## config.mk

```make
export PLATFORM = sky130hd
export DESIGN_NAME = dbi_encode_32b
export DESIGN_NICKNAME = d
export VERILOG_FILES = /design/src/rtl/dbi_encode_32b.sv
export SDC_FILE = /design/constraint.sdc
export NUM_CORES = 1
export LEC_CHECK = 0
export BUFFER_PORTS_ARGS = -buffer_cell sky130_fd_sc_hd__buf_2
export CAP_MARGIN = 0
export CORE_UTILIZATION = 51
export DETAILED_ROUTE_END_ITERATION = 16
export MAX_ROUTING_LAYER = met4
export PLACE_DENSITY = 0.75
export SLEW_MARGIN = 30
export SYNTH_ARGS = -nofsm -noshare
export SYNTH_HDL_FRONTEND = slang
export SYNTH_SLANG_ARGS = --single-unit
```

## constraint.sdc

```tcl
create_clock -name i_clk -period 11.21 [get_ports i_clk]
set_clock_uncertainty 0.15 [all_clocks]
set_input_delay 2.242 -clock i_clk [delete_from_list [all_inputs] [get_ports i_clk]]
set_output_delay 2.242 -clock i_clk [all_outputs]
set_load 0.05 [all_outputs]
```

## src/rtl/dbi_encode_32b.sv

```systemverilog
// rtl/dbi_encode_32b.sv - AC-DBI transmit encoder with saturating toggle/inversion statistics
//
// Purpose: accepts payload words over a valid/ready handshake and drives a
// registered (bw+1)-bit bus word. Each word is sent either true or inverted,
// whichever causes fewer wire toggles against the word currently on the bus.
// Bit [bw] carries the inversion flag.
//
// Ports:
//   i_clk           rising-edge clock
//   i_reset         asynchronous active-low reset (0 = in reset)
//   i_dbi_en        1 = AC-DBI encoding, 0 = pass-through with flag 0
//   i_in_valid      source word present on i_data_in
//   o_in_ready      encoder accepts i_data_in this cycle
//   i_data_in       payload word
//   o_out_valid     o_data_out holds an encoded word not yet consumed
//   i_out_ready     consumer takes o_data_out this cycle
//   o_data_out      bus word: [bw] = inversion flag, [bw-1:0] = payload or ~payload
//   i_stat_clr      synchronous clear of both statistics counters
//   o_inv_count     words sent inverted (saturating)
//   o_toggle_count  bus-wire toggles caused by accepted words (saturating)

module dbi_encode_32b #(
    parameter int bw = 32,
    parameter int cw = 32,
    parameter int iw = 16
) (
    input  logic          i_clk,
    input  logic          i_reset,
    input  logic          i_dbi_en,
    input  logic          i_in_valid,
    output logic          o_in_ready,
    input  logic [bw-1:0] i_data_in,
    output logic          o_out_valid,
    input  logic          i_out_ready,
    output logic [bw:0]   o_data_out,
    input  logic          i_stat_clr,
    output logic [iw-1:0] o_inv_count,
    output logic [cw-1:0] o_toggle_count
);

    localparam int PW = $clog2(bw + 1);
    localparam logic [PW:0] BW_W = (PW + 1)'(bw);

    logic [bw:0]   r_data_out;
    logic          r_out_valid;
    logic [iw-1:0] r_inv_count;
    logic [cw-1:0] r_toggle_count;

    logic          w_prev_flag;
    logic [bw-1:0] w_prev_data;
    logic [bw-1:0] w_diff;
    logic [PW-1:0] w_pop;
    logic [PW:0]   w_cost_true;
    logic [PW:0]   w_cost_inv;
    logic [PW:0]   w_cost;
    logic          w_invert;
    logic [bw:0]   w_word;
    logic          w_accept;
    logic [cw:0]   w_toggle_sum;
    logic [cw-1:0] w_toggle_next;
    logic [iw-1:0] w_inv_next;

    // The reference is whatever is physically on the bus, which stays parked
    // after a drain, so idle cycles never cost toggles.
    assign w_prev_flag = r_data_out[bw];
    assign w_prev_data = r_data_out[bw-1:0];
    assign w_diff      = i_data_in ^ w_prev_data;

    always_comb begin
        w_pop = '0;
        for (int i = 0; i < bw; i++) begin
            w_pop = w_pop + PW'(w_diff[i]);
        end
    end

    // Costs include the flag wire: true form toggles it if it was 1,
    // inverted form toggles it if it was 0.
    assign w_cost_true = {1'b0, w_pop} + (PW + 1)'(w_prev_flag);
    assign w_cost_inv  = (BW_W - {1'b0, w_pop}) + (PW + 1)'(!w_prev_flag);

    // Strict compare: ties keep the true form.
    assign w_invert = i_dbi_en && (w_cost_inv < w_cost_true);
    assign w_cost   = w_invert ? w_cost_inv : w_cost_true;
    assign w_word   = w_invert ? {1'b1, ~i_data_in} : {1'b0, i_data_in};

    assign o_in_ready = !r_out_valid || i_out_ready;
    assign w_accept   = i_in_valid && o_in_ready;

    // One spare bit catches the carry so the counter pins at all-ones.
    assign w_toggle_sum  = {1'b0, r_toggle_count} + (cw + 1)'(w_cost);
    assign w_toggle_next = w_toggle_sum[cw] ? '1 : w_toggle_sum[cw-1:0];
    assign w_inv_next    = (w_invert && (r_inv_count != '1)) ? r_inv_count + iw'(1)
                                                             : r_inv_count;

    always_ff @(posedge i_clk or negedge i_reset) begin
        if (!i_reset) begin
            r_data_out     <= '0;
            r_out_valid    <= 1'b0;
            r_inv_count    <= '0;
            r_toggle_count <= '0;
        end else begin
            if (w_accept) begin
                r_data_out  <= w_word;
                r_out_valid <= 1'b1;
            end else if (i_out_ready) begin
                r_out_valid <= 1'b0;
            end

            // Clear takes priority over counting a coincident accept.
            if (i_stat_clr) begin
                r_inv_count    <= '0;
                r_toggle_count <= '0;
            end else if (w_accept) begin
                r_inv_count    <= w_inv_next;
                r_toggle_count <= w_toggle_next;
            end
        end
    end

    assign o_data_out     = r_data_out;
    assign o_out_valid    = r_out_valid;
    assign o_inv_count    = r_inv_count;
    assign o_toggle_count = r_toggle_count;

endmodule

```

* Word-level counts from Yosys, hierarchy flattened *
Index checks and enable logic that the tools add are counted.

storage, ports and cells
  flip-flop bits (word level) = 82
  latch bits = 0
  bits in writable memories = 0
  ROM bits = 0
  input bits = 38
  output and inout bits = 83
  word-level logic and storage cells = 64
  memories = 0

cells by class
  add/sub/neg operators = 36
  multiply operators = 0
  divide/modulo/power cells = 0
  order comparisons = 1
  equal/unequal tests = 1
  shift-type cells = 0
  multiplexer cells = 10
  bitwise logic cells = 2
  reductions and logical operators = 10

operators with widths
  cell                                                                number
  6-bit by 1-bit adder with 6-bit output                              26
  32-bit two-way mux                                                  3
  16-bit two-way mux                                                  3
  32-bit by 7-bit adder with 33-bit output                            1
  33-bit two-way mux                                                  1
  32-bit inverter                                                     1
  32-bit bitwise XOR                                                  1
  16-bit by 1-bit adder with 16-bit output (second input constant)    1
  16-bit != test (second input constant)                              1
  6-bit by 1-bit adder with 7-bit output                              1
  7-bit by 1-bit adder with 7-bit output                              1
  7-bit < comparator                                                  1
  7-bit two-way mux                                                   1
  6-bit by 6-bit subtractor with 7-bit output (first input constant)  1
  5-bit by 1-bit adder with 6-bit output                              1
  2-bit nonzero test                                                  3
  4-bit by 1-bit adder with 5-bit output                              1
  3-bit by 1-bit adder with 4-bit output                              1
  2-bit by 1-bit adder with 3-bit output                              1
  1-bit logical AND                                                   3
  1-bit by 1-bit adder with 2-bit output                              1
  1-bit logical NOT                                                   2
  1-bit two-way mux                                                   2
  2-bit AND reduction                                                 1
  1-bit logical OR                                                    1

* Longest topological paths before layout *
  depth after elaboration = 41
  gate-level depth with buffers = 36
  gate-level depth less buffers = 34

* Worst setup path before layout *
Ideal clock, no wire load.

  path kind = input -> register
  start point = in i_data_in[11]
  end point = reg r_toggle_count[29] (netlist: o_toggle_count[29])
  arrival = 10.227 ns
  required time = 10.916 ns
  setup slack = 0.689 ns
  stages = 34
  path buffers = 1
  cell sequence = xor2_1 > fa_1 > inv_1 > fa_1 > inv_1 > fa_1 > fa_1 > inv_1 > fa_1 > fa_1 > inv_1 > ha_1 > inv_1 > fa_1 > inv_1 > a21o_1 > a21oi_1 > xnor2_1 > nor3_1 > xor2_1 > ha_1 > or2_2 > a21oi_1 > a21oi_1 > buf_2 > nor3_1 > or3b_2 > o221ai_1 > ha_1 > a211o_1 > o22ai_2 > o21ai_4 > o311ai_0 > o41ai_1

between the ends
  word-level cells in the longest chain between the ends = 31

RTL lines
  item                                                      line  text
  start: declaration                                        32    input logic [bw-1:0] i_data_in,
  32-bit bitwise XOR (*)                                    67    assign w_diff = i_data_in ^ w_prev_data;
  6-bit by 1-bit adder with 6-bit output (*) (21 in a row)  72    w_pop = w_pop + PW'(w_diff[i]);
  6-bit by 6-bit subtractor with 7-bit output               79    assign w_cost_inv = (BW_W - {1'b0, w_pop}) + (PW + 1)'(!w_prev_flag);
  7-bit by 1-bit adder with 7-bit output                    79
  7-bit < comparator                                        82    assign w_invert = i_dbi_en && (w_cost_inv < w_cost_true);
  1-bit logical AND                                         82
  7-bit two-way mux (*)                                     83    assign w_cost = w_invert ? w_cost_inv : w_cost_true;
  32-bit by 7-bit adder with 33-bit output (*)              90    assign w_toggle_sum = {1'b0, r_toggle_count} + (cw + 1)'(w_cost);
  32-bit two-way mux (*)                                    91    assign w_toggle_next = w_toggle_sum[cw] ? '1 : w_toggle_sum[cw-1:0];
  32-bit two-way mux (*)                                    113   end else if (w_accept) begin
  32-bit two-way mux (*)                                    110   if (i_stat_clr) begin
  end signal: assignment                                    115   r_toggle_count <= w_toggle_next;
  end: declaration                                          47    logic [cw-1:0] r_toggle_count;

Every way passes the cells marked *; elsewhere a longest branch is shown, timed or not. The select of a mux whose other input is x is not followed.
A chain may end at the register's enable or synchronous reset.

* Worst setup path after layout *
  start point = in i_data_in[11]
  end point = reg r_toggle_count[8] (netlist: o_toggle_count[8])

Same word-level chain as after synthesis.

==> results.py <==
metrics = {
    "synth": {
        "ys_async_sr_fraction_pct": 100,
        "syn_area_sq_mm": 0.00579,
        "synth-edff-count": 0,
        "synthFlopType": "dfrtp_1",
        "synth_fp_nets": 687,
        "synth_cells": 601,
        "syn_area_per_cell_sq_um": 9.63,
        "synth.distinct_cells": 67,
        "synth_top_area_cell": "dfrtp_1",
        "synth_seq_area_share_pct": 35.5,
        "synth_area_leaders": "dfrtp_1 35%, fa_1 8.6%, xnor2_1 8.6%",
        "yosysTopAreaCellShare_pct": 35.5,
        "ys_warn_count": 0,
        "ys_seq_elements": 82,
    },
    "timing": {
        "drv_slew": 0,
        "rsz0062_at_grt": "no",
        "fmax_mhz": 93.6,
        "worstMarginPinSlew_ns": 0.854,
        "setup_tns_ns": 0,
        "fin_crit_ns": 10.68,
        "hold_violations": 0,
        "setup_violations": 0,
        "fin_crit_sh_pct": 95.3,
        "fin_ws_ns": 0.530,
        "relSlewSlack_pct": 43.1,
    },
    "die": {
        "num_rows": 38,
        "dieHeight_um": 109,
        "die_area_sq_mm": 0.0118,
        "core_area_sq_mm": 0.0109,
        "start_util_pct": 52.9,
        "io_pins": 121,
        "die_w_um": 109,
    },
    "cts": {
        "clkSlewWorstSetupHoldPaths_ns": 0.06,
        "cts_setup_buffers": 0,
        "cts_resized": 0,
        "cts_tree": "yes",
        "hold_buffers": 0,
        "htree_num_levels": 3,
        "clk_path_buf_depth": 2,
        "cts_buffers": 9,
        "clockRootBuffer": "clkbuf_16",
        "clock_latency_ns": 0.35,
        "cts.sinks": 82,
    },
    "critical_path": {
        "reg2reg_from": "o_data_out[11]",
        "crit_top_cell": "fa_1",
        "crit_buf_inv": 8,
        "crit_path_top_delay_cell": "fa_1",
        "cp_top_family": "adder cells",
        "reg2regPathDepth": 34,
        "rrSetupSlack_ns": 2.11,
        "cp.arrival_ns": 10.78,
        "setup.worst_path.end_class": "flip-flop",
        "reg2reg_to": "o_toggle_count[8]",
        "crit_type": "in2reg",
        "worstPathRequired_ns": 11.31,
        "path_max_fanout": 12,
        "cp_slowest_stage_delay_ns": 0.57,
        "worstSetupStartpointType": "primary input",
    },
    "final_layout": {
        "fin_cells": 857,
        "layout_commonest_cell": "buf_2",
        "syn2layout_area_growth_pct": 17.8,
        "drive_above_1_share_pct": 23.4,
        "diodes": 0,
        "nNetsFinal": 798,
        "final_cell_mix": "119 x buf_2, 82 x dfrtp_1, 56 x xnor2_1",
        "utilization_pct": 62.4,
    },
    "hold_path": {
        "min_path_type": "reg2reg",
        "holdCritStartpoint": "o_data_out[32]",
        "hold_end": "o_data_out[32]",
        "hold_path_depth": 2,
    },
    "drt": {
        "remaining_drc_errors": 0,
        "vias_per_cell": 5.63,
        "totalWireLength_um": 13800,
        "ant_nets": 0,
        "vias": 4826,
        "drt_iter0_markers": 218,
        "drtPass1Iterations": 4,
        "wl_per_cell_um": 16.1,
    },
    "global_route": {
        "grt_usage_pct": 25.4,
        "grt_antenna_before_repair": 0,
        "gr-total-overflow": 0,
        "grt_pass1_vias": 4632,
        "grt_pass1_wl_um": 22500,
        "grt_max_degree": 83,
    },
    "outcome": {
        "status": "complete, no violations",
    },
    "placed_design": {
        "hpwlAfterDp_um": 10100,
        "port_buffers": 120,
        "place_ws_ns": -0.0407,
        "place.gp.congestion": 0.888,
        "dp_cells": 841,
    },
    "flow_run": {
        "max_cap_violations": 0,
    },
}
[worst register-to-register path: cells and delay by family, from the launching register on]
| family | cells | cell delay, ns |
|---|---|---|
| buf+inv | 7 | 0.56 |
| flops | 1 | 0.40 |
| simple gates | 7 | 1.68 |
| fa+ha+maj | 10 | 4.18 |
| compound gates | 7 | 1.50 |
| xor+xnor | 3 | 0.54 |
[worst max-delay path by stage]
stage	end	start	depth (start not counted)	slack [ns]
global route	o_toggle_count[29]	i_data_in[0]	33	0.02
floorplan	o_toggle_count[29]	i_data_in[11]	34	0.69
detailed placement	o_toggle_count[29]	i_data_in[0]	33	-0.04
finish	o_toggle_count[8]	i_data_in[11]	35	0.53
global placement	o_toggle_count[29]	i_data_in[11]	34	0.26
CTS	o_toggle_count[29]	i_data_in[11]	34	0.30
[routing by layer]
layer / vias up / track usage, % / part of all wire (%) / wire length, um
li1: 2320 / - / - / -
met1: 2323 / 31.9 / 45 / 6140
met4: 0 / 10.5 / 1.7 / 232
met2: 165 / 40.7 / 48 / 6590
met5: - / - / 0 / 0
met3: 18 / 3.98 / 6.0 / 830
[through the flow]
step / area (sq um) / hold WS, ns
floorplan: 5790 / 0.625
global placement: 6490 / 0.353
detailed placement: 6490 / 0.355
CTS: 6800 / 0.370
global route: 6820 / 0.390
finish: 6820 / 0.361
[state kept, by name, summed over array words and instances (netlist names)]
register and cells:
o_out_valid 1, o_inv_count 16, o_toggle_count 32, o_data_out 33
[synthesized netlist by cell type, types with 23 or more instances]
library cell,instances
ha_1,23
o21ai_0,44
nand2_1,52
dfrtp_1,82
inv_1,39
xnor2_1,57
nor2_1,32
a21oi_1,30
fa_1,25
xor2_1,37
nor3_1,24
[kinds of logic (layout without fill, tap and decap cells)]
group | Yosys count | in the layout | share of synthesized area (%)
AOI/OAI and AO/OA | 124 | 124 | 13.9
muxes | 1 | 1 | 0.173
buffers and inverters | 63 | 179 | 4.43
and+or+nand+nor | 188 | 188 | 18.1
xor gates and xnor gates | 94 | 94 | 14.2
other | 1 | 1 | 0.0648
DFF | 82 | 82 | 35.5
adders and majority gates | 48 | 48 | 13.6
[area by class of cell]
type	count	area [sq um]
fillers	908	4120
multi-input cells	456	3510
flip-flops and latches	82	2050
repair buffers	124	637
clock buffers	10	229
well taps	140	175
inverters	39	146
clock inverters	6	73.8
Power is not shown: default switching activity piles up to over one toggle a cycle in this logic, so the estimate is an artifact.
